`src/rtl/color_ratio_divider.sv`:
```
// Multi-channel colour normaliser: ratio[i] = floor(color[i]*SCALE/clear), clipped to SCALE.
// One shared restoring divider walks the channels in turn; results are published together on done.
module color_ratio_divider #(
  parameter int WIDTH    = 15,
  parameter int CHANNELS = 3,
  parameter int SCALE    = 255
) (
  input  logic                      clk,
  input  logic                      reset_n,
  input  logic                      start,
  input  logic [CHANNELS*WIDTH-1:0] color_in,
  input  logic [WIDTH-1:0]          clear_in,
  output logic                      busy,
  output logic                      done,
  output logic [CHANNELS*WIDTH-1:0] ratio_out,
  output logic [CHANNELS-1:0]       sat,
  output logic                      div_zero
);

  localparam int SW = $clog2(SCALE + 1);
  localparam int NW = WIDTH + SW;
  localparam int CW = $clog2(NW);
  localparam int IW = (CHANNELS > 1) ? $clog2(CHANNELS) : 1;

  typedef enum logic [2:0] {
    S_IDLE,
    S_LOAD,
    S_DIV,
    S_STORE,
    S_DONE
  } state_t;

  state_t r_state;
  state_t w_nextState;

  logic [CHANNELS*WIDTH-1:0] r_color;
  logic [WIDTH-1:0]          r_clear;
  logic [IW-1:0]             r_idx;
  logic [NW-1:0]             r_num;
  logic [WIDTH:0]            r_rem;
  logic [NW-1:0]             r_quot;
  logic [CW-1:0]             r_bitCnt;
  logic [CHANNELS*WIDTH-1:0] r_stagedRatio;
  logic [CHANNELS-1:0]       r_stagedSat;
  logic                      r_busy;
  logic                      r_done;
  logic [CHANNELS*WIDTH-1:0] r_ratio;
  logic [CHANNELS-1:0]       r_sat;
  logic                      r_divZero;

  logic [WIDTH-1:0]          w_colorCh;
  logic                      w_clearZero;
  logic                      w_lastIdx;
  logic [WIDTH:0]            w_remShift;
  logic [WIDTH:0]            w_remSub;
  logic                      w_geq;
  logic                      w_quotSat;
  logic [WIDTH-1:0]          w_lane;
  logic [CHANNELS*WIDTH-1:0] w_stagedRatioNext;
  logic [CHANNELS-1:0]       w_stagedSatNext;

  assign busy      = r_busy;
  assign done      = r_done;
  assign ratio_out = r_ratio;
  assign sat       = r_sat;
  assign div_zero  = r_divZero;

  assign w_colorCh   = r_color[int'(r_idx)*WIDTH +: WIDTH];
  assign w_clearZero = (r_clear == '0);
  assign w_lastIdx   = (r_idx == IW'(CHANNELS - 1));

  // Remainder never reaches the divisor, so the shifted value fits in WIDTH+1 bits.
  assign w_remShift = {r_rem[WIDTH-1:0], r_num[NW-1]};
  assign w_geq      = (w_remShift >= {1'b0, r_clear});
  assign w_remSub   = w_remShift - {1'b0, r_clear};

  assign w_quotSat = (r_quot > NW'(SCALE));
  assign w_lane    = w_quotSat ? WIDTH'(SCALE) : r_quot[WIDTH-1:0];

  always_comb begin
    w_stagedRatioNext = r_stagedRatio;
    w_stagedSatNext   = r_stagedSat;
    w_stagedRatioNext[int'(r_idx)*WIDTH +: WIDTH] = w_lane;
    w_stagedSatNext[r_idx] = w_quotSat;
  end

  always_ff @(posedge clk or negedge reset_n) begin
    if (!reset_n) r_state <= S_IDLE;
    else          r_state <= w_nextState;
  end

  always_comb begin
    w_nextState = r_state;
    case (r_state)
      S_IDLE:  if (start) w_nextState = S_LOAD;
      S_LOAD:  w_nextState = w_clearZero ? S_STORE : S_DIV;
      S_DIV:   if (r_bitCnt == '0) w_nextState = S_STORE;
      S_STORE: w_nextState = w_lastIdx ? S_DONE : S_LOAD;
      S_DONE:  w_nextState = S_IDLE;
      default: w_nextState = S_IDLE;
    endcase
  end

  always_ff @(posedge clk or negedge reset_n) begin
    if (!reset_n) begin
      r_color       <= '0;
      r_clear       <= '0;
      r_idx         <= '0;
      r_num         <= '0;
      r_rem         <= '0;
      r_quot        <= '0;
      r_bitCnt      <= '0;
      r_stagedRatio <= '0;
      r_stagedSat   <= '0;
      r_busy        <= 1'b0;
      r_done        <= 1'b0;
      r_ratio       <= '0;
      r_sat         <= '0;
      r_divZero     <= 1'b0;
    end else begin
      case (r_state)
        S_IDLE: begin
          if (start) begin
            r_color       <= color_in;
            r_clear       <= clear_in;
            r_idx         <= '0;
            r_stagedRatio <= '0;
            r_stagedSat   <= '0;
            r_busy        <= 1'b1;
          end
        end
        S_LOAD: begin
          r_num    <= NW'(w_colorCh) * NW'(SCALE);
          r_rem    <= '0;
          r_quot   <= '0;
          r_bitCnt <= CW'(NW - 1);
        end
        S_DIV: begin
          r_rem    <= w_geq ? w_remSub : w_remShift;
          r_quot   <= {r_quot[NW-2:0], w_geq};
          r_num    <= {r_num[NW-2:0], 1'b0};
          r_bitCnt <= r_bitCnt - 1'b1;
        end
        S_STORE: begin
          r_stagedRatio <= w_stagedRatioNext;
          r_stagedSat   <= w_stagedSatNext;
          // Publishing on the final store edge makes the outputs valid during the done cycle.
          if (w_lastIdx) begin
            r_busy    <= 1'b0;
            r_done    <= 1'b1;
            r_ratio   <= w_stagedRatioNext;
            r_sat     <= w_stagedSatNext;
            r_divZero <= w_clearZero;
          end else begin
            r_idx <= r_idx + 1'b1;
          end
        end
        S_DONE: begin
          r_done <= 1'b0;
        end
        default: begin
          r_done <= 1'b0;
        end
      endcase
    end
  end

endmodule

```
`config.mk`:
```
export PLATFORM = sky130hd
export DESIGN_NAME = color_ratio_divider
export DESIGN_NICKNAME = d
export VERILOG_FILES = /design/src/rtl/color_ratio_divider.sv
export SDC_FILE = /design/constraint.sdc
export NUM_CORES = 1
export LEC_CHECK = 0
export ABC_AREA = 1
export ABC_CLOCK_PERIOD_IN_PS = 15200
export CORE_ASPECT_RATIO = 1.4
export CORE_MARGIN = 5
export CORE_UTILIZATION = 50
export CTS_CLUSTER_DIAMETER = 150
export DETAILED_ROUTE_END_ITERATION = 12
export PLACE_DENSITY = 0.74
export SKIP_LAST_GASP = 1
export SLEW_MARGIN = 20
export SYNTH_ARGS = -nofsm -noshare
export SYNTH_HDL_FRONTEND = slang
export SYNTH_SLANG_ARGS = --single-unit
```
`constraint.sdc`:
```
create_clock -name clk -period 15.2 [get_ports clk]
set_clock_uncertainty 0.05 [all_clocks]
set_input_delay 4.56 -clock clk [delete_from_list [all_inputs] [get_ports clk]]
set_output_delay 4.56 -clock clk [all_outputs]
set_load 0.02 [all_outputs]
```
==> results by group, run 1 <==
Synthesis
  • Syn Nets: 1838
  • Xor and xnor area share after synthesis: 0.821%
  • Synth Area in Simple Gates: 21.0%
  • Post-Syn Area: approximately 14000 µm²
  • Synth Area in Compound Gates: 8.57%
  • Seq/Total Area, Yosys: 41.3%
  • Synth cell types: 38
  • Syn Area/Cell: 8.43 µm²
  • Largest family of logic cells by synthesized area: simple AND/OR/NAND/NOR gates
  • Adder-Cell Fraction of Synth Area: approximately 15%
  • Post-synth EDFFs: 0
  • Multiplexer share of the synthesized area: 3.66%
  • FFs w/ async S/R, synth: 100%
  • Synth Warn #: 0
  • Number of synthesized register bits: 229
  • Synth Flop Type: dfrtp_1
  • Cells after synthesis: 1645

Final layout
  • Layout cell share with drive strength beyond 1: 7.55%
  • ANT cells: 0
  • FF+latch area: 5730 µm²
  • Fill cell count: 2446
  • Most common cell after layout, fill and taps aside: nand2_1
  • Fin cells: 2119
  • Nets@finish: 1927
  • Layout area overhead: 16.0%
  • Area of the multi-input gates: 6840 µm²
  • Finished Core Util: 58.5%
  • Most frequent cells in the layout: nand2_1, inv_1, dfrtp_1, clkdlybuf4s50_1, nand3_1

Clock tree
  • Postcts setup bufs: 0
  • Clock Sinks: 229
  • Post_cts resized: 0
  • CTS root buf: clkbuf_16
  • Clock transition at path regs: 0.06 ns
  • H-tree levels: 1
  • CTS Hold Bufs: 0
  • CTS Buf Count: 23
  • Clock latency on the worst-skew pair: 0.51 ns
  • CTS tree: built
  • CTS Buffer Depth: 3

Timing
  • Max Clk Rate: 152 MHz
  • Fin. max-slew vios: 0
  • Crit path time final: 6.60 ns
  • Final Cycle Share: 43.4%
  • Final setup violation count: 0
  • Setup total negative slack: 0 ns
  • Max transition margin: 29.6%
  • RSZ-0062 raised after global routing: no
  • Final Hold Viols: 0
  • Slew @ Worst Pin: 1.05 ns

Placement
  • Buffers on Ports: 113
  • Gpl congestion: between 0.8 and 0.9
  • DP HPWL: 22.6 mm
  • Dpl cells: 2079

Die
  • Ports: 114
  • Core Area: 27500 µm²
  • Full die area: approximately 31000 µm²
  • Initial Util: 50.5%
  • Width of the die: 151 µm
  • # rows: 72
  • Die Y: around 210 µm

GRT
  • First-pass GRT wire length: 52.2 mm
  • Number of global-route vias before repair: about 11k
  • GRT Util Overall: 20.0%
  • Total grt overflow: 0
  • Initial antenna violation count: 0
  • Pin count of the biggest net entering global routing: 108

Critical path
  • Reg-to-Reg Start: r_idx[0]$_DFFE_PN0P_
  • CP Class: in2reg
  • Startpoint types: input port
  • WP data arrival: approximately 7 ns
  • CP Data Required Time: 15.58 ns
  • Reg2Reg Depth: 22
  • CP startpoint: start
  • CP Max Fanout: 77
  • Flop-to-flop setup slack: 8.72 ns
  • Reg-to-reg critical path endpoint: r_num[20]$_DFFE_PN0P_
  • Crit end category: register

Route
  • Vias/cell: between 5 and 6
  • DRT Pass-1 Iters: 4
  • ANT nets after route: 0
  • Vias: 10.8k
  • DRC Markers: 0
  • WL/cell: between 10 and 15 µm
  • Routed wire length: 30.5 mm
  • Iter 0 DRT Violations: about 470

Status
  • Outcome: finished clean

Min path
  • Path type of the worst min-delay path: reg2reg
  • Hold Path Cell Cnt: 2
  • Hold Path End: ratio_out[6]$_DFFE_PN0P_
  • Hold path start: ratio_out[6]$_DFFE_PN0P_

Run
  • Max-cap viol count: 0
-- worst max-delay path: stages --
cell and delay [ns]:
clkdlybuf4s50_1 0.44, nand2_2 0.08, buf_4 0.64, nand2_1 0.43, inv_2 0.59, nand2_1 0.11
o21ai_0 0.11
-- logic make-up (layout without fill, tap and decap cells) --
family	count (synthesis)	in the layout
AND/OR/NAND/NOR	688	688
buffers and inverters	333	437
flip-flops	229	229
AO/OA/AOI/OAI	207	207
adder cells (fa/ha/maj)	130	130
multiplexers	45	45
XOR/XNOR	13	13
-- how the worst max path moves through the flow --
stage | slack, ns | endpoint
6_report | 8.60 | r_stagedRatio[14]$_DFFE_PN0P_
3_3_place_gp | 7.79 | r_stagedRatio[21]$_DFFE_PN0P_
5_1_grt | 8.25 | r_stagedRatio[25]$_DFFE_PN0P_
3_5_place_dp | 7.72 | r_stagedRatio[41]$_DFFE_PN0P_
2_1_floorplan | 9.71 | r_color[35]$_DFFE_PN0P_
4_1_cts | 8.20 | r_stagedRatio[22]$_DFFE_PN0P_
-- cell type report --
cell class | count | area share [%]
multi-input combinational | 1083 | 42.6
sequential | 229 | 35.6
timing repair buffer | 120 | 7.39
inverter | 277 | 6.48
clock buffer | 29 | 4.03
tap | 370 | 2.88
clock inverter | 11 | 1.02
-- routing by layer --
metal	global-route usage, %	part of all wire (%)
met5	0	0
met4	6.04	2.8
met3	2.03	3.8
met2	35.7	52
met1	25.3	42
-- cells in the mapped netlist, types with 3 or more instances --
| cell | count | area [µm²] |
|---|---|---|
| nand3_1 | 96 | 480 |
| xor2_1 | 5 | 43.8 |
| buf_4 | 3 | 22.5 |
| o21ai_1 | 9 | 45.0 |
| dfrtp_1 | 229 | 5730 |
| a21oi_1 | 46 | 230 |
| nor2_1 | 74 | 278 |
| nor3_1 | 3 | 15.0 |
| o21ai_0 | 80 | 400 |
| nand4_1 | 11 | 68.8 |
| or2_2 | 30 | 188 |
| o221ai_1 | 5 | 43.8 |
| a32oi_1 | 14 | 123 |
| nor4_1 | 3 | 18.8 |
| fa_1 | 66 | 1320 |
| clkbuf_1 | 27 | 101 |
| o21bai_1 | 6 | 45.0 |
| nand2_1 | 453 | 1700 |
| o22ai_1 | 41 | 257 |
| mux2_2 | 45 | 507 |
| o211ai_1 | 3 | 22.5 |
| inv_1 | 272 | 1020 |
| ha_1 | 64 | 801 |
| buf_2 | 23 | 115 |
| nand3b_1 | 11 | 82.6 |
| xnor2_1 | 8 | 70.1 |
| buf_1 | 3 | 11.3 |
-- state kept, by name, indices dropped and copies added, names as in the netlist, 2 cells and up --
name,flops
r_stagedRatio,45
ratio_out,45
r_idx,2
r_state,3
r_num,23
r_bitCnt,5
r_stagedSat,2
sat,3
r_clear,15
r_color,45
r_quot,23
r_rem,15
-- through the flow --
stage / instance area (µm²) / hold WS [ns] / setup slack (ns)
3_3_place_gp: 15300 / 0.397 / 7.79
3_5_place_dp: 15300 / 0.406 / 7.72
5_1_grt: 16100 / 0.444 / 8.25
6_report: 16100 / 0.428 / 8.60
2_1_floorplan: 13900 / 0.382 / 9.71
4_1_cts: 16100 / 0.432 / 8.20
Power of run 1 is not shown: default switching activity piles up to over one toggle a cycle in this logic, so the estimate is an artifact.
==> run 2, diff against run 1 <==
Settings changed: ABC_CLOCK_PERIOD_IN_PS 15200 to 6900.
Clock period 15.2 ns to 6.9 ns, I/O delays scaled along.
==> run 2 against run 1 <==
Flip-flop and latch count did not move. Sequential share of layout area barely moved. Global-route usage up 0.62 points. Design area shrank 0.11%. Die area stayed put. Register-to-register slack got worse by 7.9 ns. Critical path depth increased by 12. Critical endpoint is now r_num[13]$_DFFE_PN0P_.
==> results by group, run 2 (synthesis gave the netlist of run 1 again) <==
Final layout
  • Fin cells: between 2k and 2.5k
  • Nets@finish: 1928
  • Layout area overhead: 15.9%
  • Most frequent cells in the layout: nand2_1, inv_1, dfrtp_1, clkdlybuf4s50_1, nand3_1
  • ANT cells: 0
  • Fill cell count: 2476
  • Layout cell share with drive strength beyond 1: 7.60%
  • Most common cell after layout, fill and taps aside: nand2_1

Critical path
  • Crit path top cell by count: inv_1
  • CP peak stage delay: about 0.66 ns
  • Cell Chain, Critical Path: inv_1, or2_2, a32oi_1, inv_1, fa_1, inv_1, fa_1, inv_1, fa_1, inv_1, fa_1, inv_1, ha_1, nand2_1, inv_1, a21oi_1, nand3_1, o21ai_0, nand3_1
  • Family with the most delay on the worst path: adder cells
  • CP Class: reg2reg
  • WP data arrival: roughly 6.4 ns
  • CP max stage cell: fa_1
  • Critical path buffer and inverter count: 7
  • Startpoint types: register
  • CP Max Fanout: 22
  • CP Data Required Time: 7.24 ns
  • Crit end category: register

Route
  • Vias/cell: 5.15
  • DRC Markers: 0
  • Routed wire length: 31.1 mm
  • Iter 0 DRT Violations: between 500 and 600
  • ANT nets after route: 0
  • Vias: 10.9k
  • DRT Pass-1 Iters: 6
  • WL/cell: between 10 and 15 µm

Clock tree
  • Postcts setup bufs: 0
  • CTS tree: built
  • CTS Buf Count: 24
  • CTS Hold Bufs: 0
  • Clock Sinks: 229
  • Post_cts resized: 0
  • Clock latency on the worst-skew pair: 0.51 ns
  • CTS root buf: clkbuf_16
  • Clock transition at path regs: 0.06 ns
  • H-tree levels: 1
  • CTS Buffer Depth: 3

Timing
  • Setup total negative slack: 0 ns
  • Max Clk Rate: 164 MHz
  • Fin. max-slew vios: 0
  • Max transition margin: between 30% and 40%
  • Final Cycle Share: 88.5%
  • Final setup violation count: 0
  • RSZ-0062 raised after global routing: no
  • Slew @ Worst Pin: slightly above 0.9 ns
  • Final Hold Viols: 0
  • Crit path time final: 6.10 ns
  • Final worst setup slack: about 0.80 ns

Placement
  • Gpl congestion: 0.930
  • Buffers on Ports: 113
  • DP HPWL: 23.6 mm
  • Dpl cells: roughly 2.1k
  • Pre-CTS WS: 0.781 ns

Die
  • # rows: between 70 and 80
  • Core Area: 27500 µm²
  • Full die area: 31200 µm²
  • Die Y: 207 µm
  • Ports: 114
  • Initial Util: 50.5%
  • Width of the die: 151 µm

GRT
  • Pin count of the biggest net entering global routing: ~130
  • GRT Util Overall: 20.6%
  • First-pass GRT wire length: about 54 mm
  • Number of global-route vias before repair: 11.2k
  • Initial antenna violation count: 0
  • Total grt overflow: 0

Run
  • Max-cap viol count: 0

Status
  • Outcome: finished clean

Min path
  • Path type of the worst min-delay path: reg2reg
[run 2: cell count changes in the layout (fill, tap and decap cells not counted), sizes merged]
cell and change:
clkbuf +3, clkinvlp +1, bufinv -3, clkinv +1
[run 2: worst paths after layout]
check / cells after the start / endpoint / slack [ns] / start
worst max-delay path: 19 / r_num[13]$_DFFE_PN0P_ / 0.80 / r_idx[0]$_DFFE_PN0P_
min in group asynchronous: 1 / r_color[15]$_DFFE_PN0P_ / 1.59 / reset_n
max in group asynchronous: 2 / r_num[14]$_DFFE_PN0P_ / 4.13 / reset_n
worst max register to register: 19 / r_num[13]$_DFFE_PN0P_ / 0.80 / r_idx[0]$_DFFE_PN0P_
worst min-delay path: 1 / r_bitCnt[3]$_DFFE_PN0P_ / 0.41 / r_bitCnt[3]$_DFFE_PN0P_
worst min register to register: 1 / r_bitCnt[3]$_DFFE_PN0P_ / 0.41 / r_bitCnt[3]$_DFFE_PN0P_
[run 2: metrics by stage]
stage	util [%]	area [µm²]	hold WS (ns)
final	58.5	16100	0.414
after CTS	58.5	16100	0.412
after detailed placement	55.6	15300	0.405
after global routing	58.5	16100	0.439
after global placement	55.6	15300	0.401
after floorplan	-	13900	0.382
[run 2: area by class of cell]
class	count	area [µm²]	area share, %
sequential	229	5730	35.7
tap	370	463	2.88
clock buffer	32	692	4.31
multi-input combinational	1083	6840	42.6
inverter	277	1040	6.50
clock inverter	10	88.8	0.553
timing repair buffer	120	1200	7.48
[run 2: routing by layer]
layer  vias up  GRT usage [%]  share of wire [%]
met5         -              0                  0
met4         0           5.85                2.6
met3        53           2.47                4.3
met2       227           36.1                 51
met1      5248           26.6                 42
li1       5392              -                  -
Power of run 2 is left out for the same reason.
==> patch 1: new RTL, settings of run 2 <==
The parameter `SCALE` goes from 255 to 510.
--- a/src/rtl/color_ratio_divider.sv
+++ b/src/rtl/color_ratio_divider.sv
@@ -5,3 +5,3 @@
   parameter int CHANNELS = 3,
-  parameter int SCALE    = 255
+  parameter int SCALE    = 510
 ) (
Behaviour: same outputs for any inputs over 10 cycles, from zero or initial values and one cycle with reset_n low; that may be too few to reach the edited logic, so the function may still have changed.
==> patch 1 against run 2 <==
Sequential cell count up 1; hold slack better by 13 ps; synthesized area up 1.3%; critical path type unchanged; sequential share of layout area down 0.15 points; die area up 1.2%; worst setup slack better by 40 ps; routed wire length up 1.2%; final area up 0.86%.
Power is not shown: default switching activity piles up to over one toggle a cycle in this logic, so the estimate is an artifact.
==> patch 1: results (changes against run 2) <==
synth:
  yosys-top-cells-count: "nand2_1 (552), inv_1 (251), dfrtp_1 (230), nand3_1 (88), nor2_1 (84)"  # was nand2_1 (453), inv_1 (272), dfrtp_1 (229), nand3_1 (96), o21ai_0 (80)
  synth_fp_nets: 1889  # was 1838
  ys_seq_area_frac: 0.410  # was 0.413
  synth_top_area_share: 0.410  # was 0.413
  synth_cell_types: 42  # was 38
  synth_area_leaders: "dfrtp_1 (41%), nand2_1 (15%), fa_1 (9.4%)"  # was dfrtp_1 (41%), nand2_1 (12%), fa_1 (9.5%)
placed_design:
  detailed_place_hpwl_mm: 23.4  # was 23.6 mm
  place_area_mm2: 0.0155  # was 0.0153 mm2
  place_congestion: 0.908  # was 0.930
grt:
  grt_first_pass_wirelength_mm: 52.9  # was 53.8 mm
  grtUsageTotal: 0.201  # was 0.206
  grt_pass1_vias: 11100  # was 11200
  grt_max_degree: 132  # was 128
outcome:
  status: "finished clean"  # unchanged
critical_path:
  worst_ep_arrival_time_ps: 6400  # was 6440 ps
  r2r_cells: 21  # was 19
  crit_fanout: 21  # was 22
  worst_path_largest_cell_delay_ps: 620  # was 660 ps
layout:
  final_layout_size_suffix_gt1_frac: 0.0793  # was 0.0760
  fin_nets: 1980  # was 1928
  final.fill_count: 2492  # was 2476
routing:
  drt_first_pass_iters: 5  # was 6
  routedWlPerCell_um: 14.5  # was 14.7 um
  first_iter_violations: 628  # was 540
  post_drt_via_cell_ratio: 5.13  # was 5.15
hold_path:
  hold_depth: 2  # was 1
timing:
  tightestPinTransition_ps: 869  # was 933 ps
cts:
  cts_made_buffers: 23  # was 24
  htreeDepth: 1  # unchanged
==> patch 1: cell count changes in the layout (fill, tap and decap cells not counted), sizes merged, moves of 4 or more <==
cell	delta
nand3b	-4
nand3	-6
inv	-16
nor2	+12
o22ai	-12
nand4	+7
nand2	+101
o21ai	-29
==> patch 1: worst paths after layout <==
path                       startpoint            end  slack (ps)
max                          r_idx[0]      r_num[22]         840
min                              busy           busy         430
max reg2reg                  r_idx[0]      r_num[22]         840
min reg2reg                      busy           busy         430
max in group asynchronous     reset_n  ratio_out[21]        4070
min in group asynchronous     reset_n  ratio_out[14]        1550
==> patch 1: per-stage QoR <==
step,util,hold WS [ps],cells,worst slack (ps)
floorplan,-,382,1696,1620
global placement,0.559,401,2132,988
detailed placement,0.559,405,2132,823
CTS,0.586,432,2173,778
global route,0.586,447,2173,393
finish,0.586,427,2173,837
==> patch 1: cell type report <==
cell class	instances	area, um2	area share
repair buffers	121	1210	0.0746
clock buffers	33	663	0.0409
inverters	263	988	0.0610
flip-flops and latches	230	5760	0.355
clock inverters	8	71.3	0.00440
multi-input cells	1148	7050	0.435
well taps	370	463	0.0286
==> patch 1: logic make-up (layout without fill, tap and decap cells) <==
family | after synthesis | in the layout | synth area share
buffers and inverters | 318 | 425 | 0.0890
AND/OR/NAND/NOR | 797 | 797 | 0.238
multiplexers | 45 | 45 | 0.0361
AO/OA/AOI/OAI | 164 | 164 | 0.0690
XOR/XNOR | 12 | 12 | 0.00748
adder cells (fa/ha/maj) | 130 | 130 | 0.151
flip-flops | 230 | 230 | 0.410
==> patch 1: per-layer routing <==
layer	track usage	share of wire	wire length, um	vias to the layer above
met5	0	0	0	-
met4	0.0465	0.020	624	0
met3	0.0189	0.034	1070	47
met2	0.371	0.53	16800	189
met1	0.253	0.41	13000	5395
li1	-	-	-	5510
==> patch 2: new RTL, settings of run 2 <==
Without the edit above. Add an input register stage for `color_in`, without a reset; this delays it by one clock. The other inputs are not delayed to match.
--- a/src/rtl/color_ratio_divider.sv
+++ b/src/rtl/color_ratio_divider.sv
@@ -31,2 +31,8 @@
   } state_t;
+
+  logic [CHANNELS*WIDTH-1:0] color_q;
+
+  always_ff @(posedge clk) begin
+    color_q <= color_in;
+  end
 
@@ -123,3 +129,3 @@
           if (start) begin
-            r_color       <= color_in;
+            r_color       <= color_q;
             r_clear       <= clear_in;
Behaviour: no difference found for any inputs over 10 cycles, from zero or initial values and one cycle with reset_n low; that may be too few to reach the edited logic, so the function may still have changed.
==> patch 2 against run 2 <==
Synthesized area is 7.4% higher; routed wire length increased by 1.7%; worst setup slack better by 95 ps; sequential cell count up 45; core utilization rose by 0.36 points; final area up 7.1%; critical path type unchanged; highest routed layer unchanged.
Power is not shown: default switching activity piles up to over one toggle a cycle in this logic, so the estimate is an artifact.
==> patch 2: results (changes against run 2) <==
grt:
  met2_usage: 0.333  # was 0.361
  grt_max_degree: 130  # was 128
  grtUsageTotal: 0.192  # was 0.206
  use_met3: 0.0218  # was 0.0247
  grt_antenna_before_repair: 0  # unchanged
  grt_first_pass_wirelength_mm: 54.1  # was 53.8 mm
critical_path:
  crit_family: "adder cells"  # unchanged
  crit_end: "r_num[18]"  # was r_num[13]
  ff2ff_setup_slack_ps: 890  # was 800 ps
  r2r_cells: 21  # was 19
synth:
  ys_seq_area_frac: 0.445  # was 0.413
  yosys-top-cells-count: "nand2_1 (477), inv_1 (278), dfrtp_1 (229), o21ai_0 (82), nor2_1 (77)"  # was nand2_1 (453), inv_1 (272), dfrtp_1 (229), nand3_1 (96), o21ai_0 (80)
  synth_fp_nets: 1895  # was 1838
  synth_area_leaders: "dfrtp_1 (38%), nand2_1 (12%), fa_1 (8.9%)"  # was dfrtp_1 (41%), nand2_1 (12%), fa_1 (9.5%)
  synth_compound_area_frac: 0.0798  # was 0.0857
  synth_top_area_share: 0.385  # was 0.413
  ys_async_sr_fraction: 0.836  # was 1.00
  synth-xor-area-share: 0.00706  # was 0.00821
  synth_fa_ha_area_frac: 0.143  # was 0.153
  synth_cell_types: 40  # was 38
hold_path:
  hp-start: "color_q[42]"  # was r_bitCnt[3]
timing:
  tightestPinTransition_ps: 1030  # was 933 ps
cts:
  htreeDepth: 1  # unchanged
  cts_made_buffers: 26  # was 24
  cts.clk_slew.worst_paths_ps: 80  # was 60 ps
  clock_latency_ps: 540  # was 510 ps
outcome:
  status: "finished clean"  # unchanged
placed_design:
  detailed_place_hpwl_mm: 23.5  # was 23.6 mm
  io_buffers: 113  # unchanged
  place_congestion: 0.911  # was 0.930
layout:
  final_layout_size_suffix_gt1_frac: 0.0799  # was 0.0760
routing:
  drt_first_pass_iters: 5  # was 6
  drt-met1-wl_mm: 13.4  # was 13.0 mm
  met3_length_mm: 1.38  # was 1.35 mm
  wl_met2_mm: 15.8  # was 15.9 mm
  post_drt_via_cell_ratio: 5.06  # was 5.15
  routedWlPerCell_um: 14.4  # was 14.7 um
## patch 2: changes by cell type in the layout (fill, tap and decap cells not counted), moves of 4 or more
| cell | before | now |
|---|---|---|
| dfxtp_1 | 0 | 45 |
| mux2_2 | 45 | 26 |
| nand2_1 | 452 | 476 |
| o21ai_1 | 9 | 0 |
| inv_6 | 0 | 4 |
| o31ai_1 | 0 | 7 |
| inv_1 | 270 | 278 |
| mux2_4 | 0 | 20 |
| clkbuf_16 | 25 | 32 |
| nand3_1 | 96 | 73 |
## patch 2: per-stage QoR
stage,setup slack (ps),hold WS [ps],cell area (um2),utilization,std cells
floorplan,1800,390,14900,-,1702
global placement,927,396,16300,0.557,2147
detailed placement,847,399,16300,0.557,2147
CTS,836,410,17200,0.588,2195
global route,329,418,17200,0.588,2195
finish,892,405,17200,0.588,2195
## patch 2: logic make-up after synthesis
family	count (synthesis)
AOI/OAI and AO/OA	203
xor gates and xnor gates	12
adders and majority gates	130
buffers and inverters	342
DFF	274
muxes	46
and+or+nand+nor	695
## patch 2: layout make-up
class / instances / area (um2) / share of cell area
Clock inverter: 14 / 98.8 / 0.00574
Sequential cell: 274 / 6630 / 0.385
Tap cell: 380 / 475 / 0.0276
Inverter: 288 / 1080 / 0.0628
Timing Repair Buffer: 119 / 1190 / 0.0694
Clock buffer: 34 / 818 / 0.0475
Multi-Input combinational cell: 1086 / 6910 / 0.402
## patch 2: worst min path at each step
stage                             end  depth (start not counted)
after floorplan            r_color[0]                          1
after global placement    r_color[12]                          1
after detailed placement  r_color[32]                          1
after CTS                 r_color[42]                          1
after global routing      r_color[24]                          1
final                     r_color[42]                          1
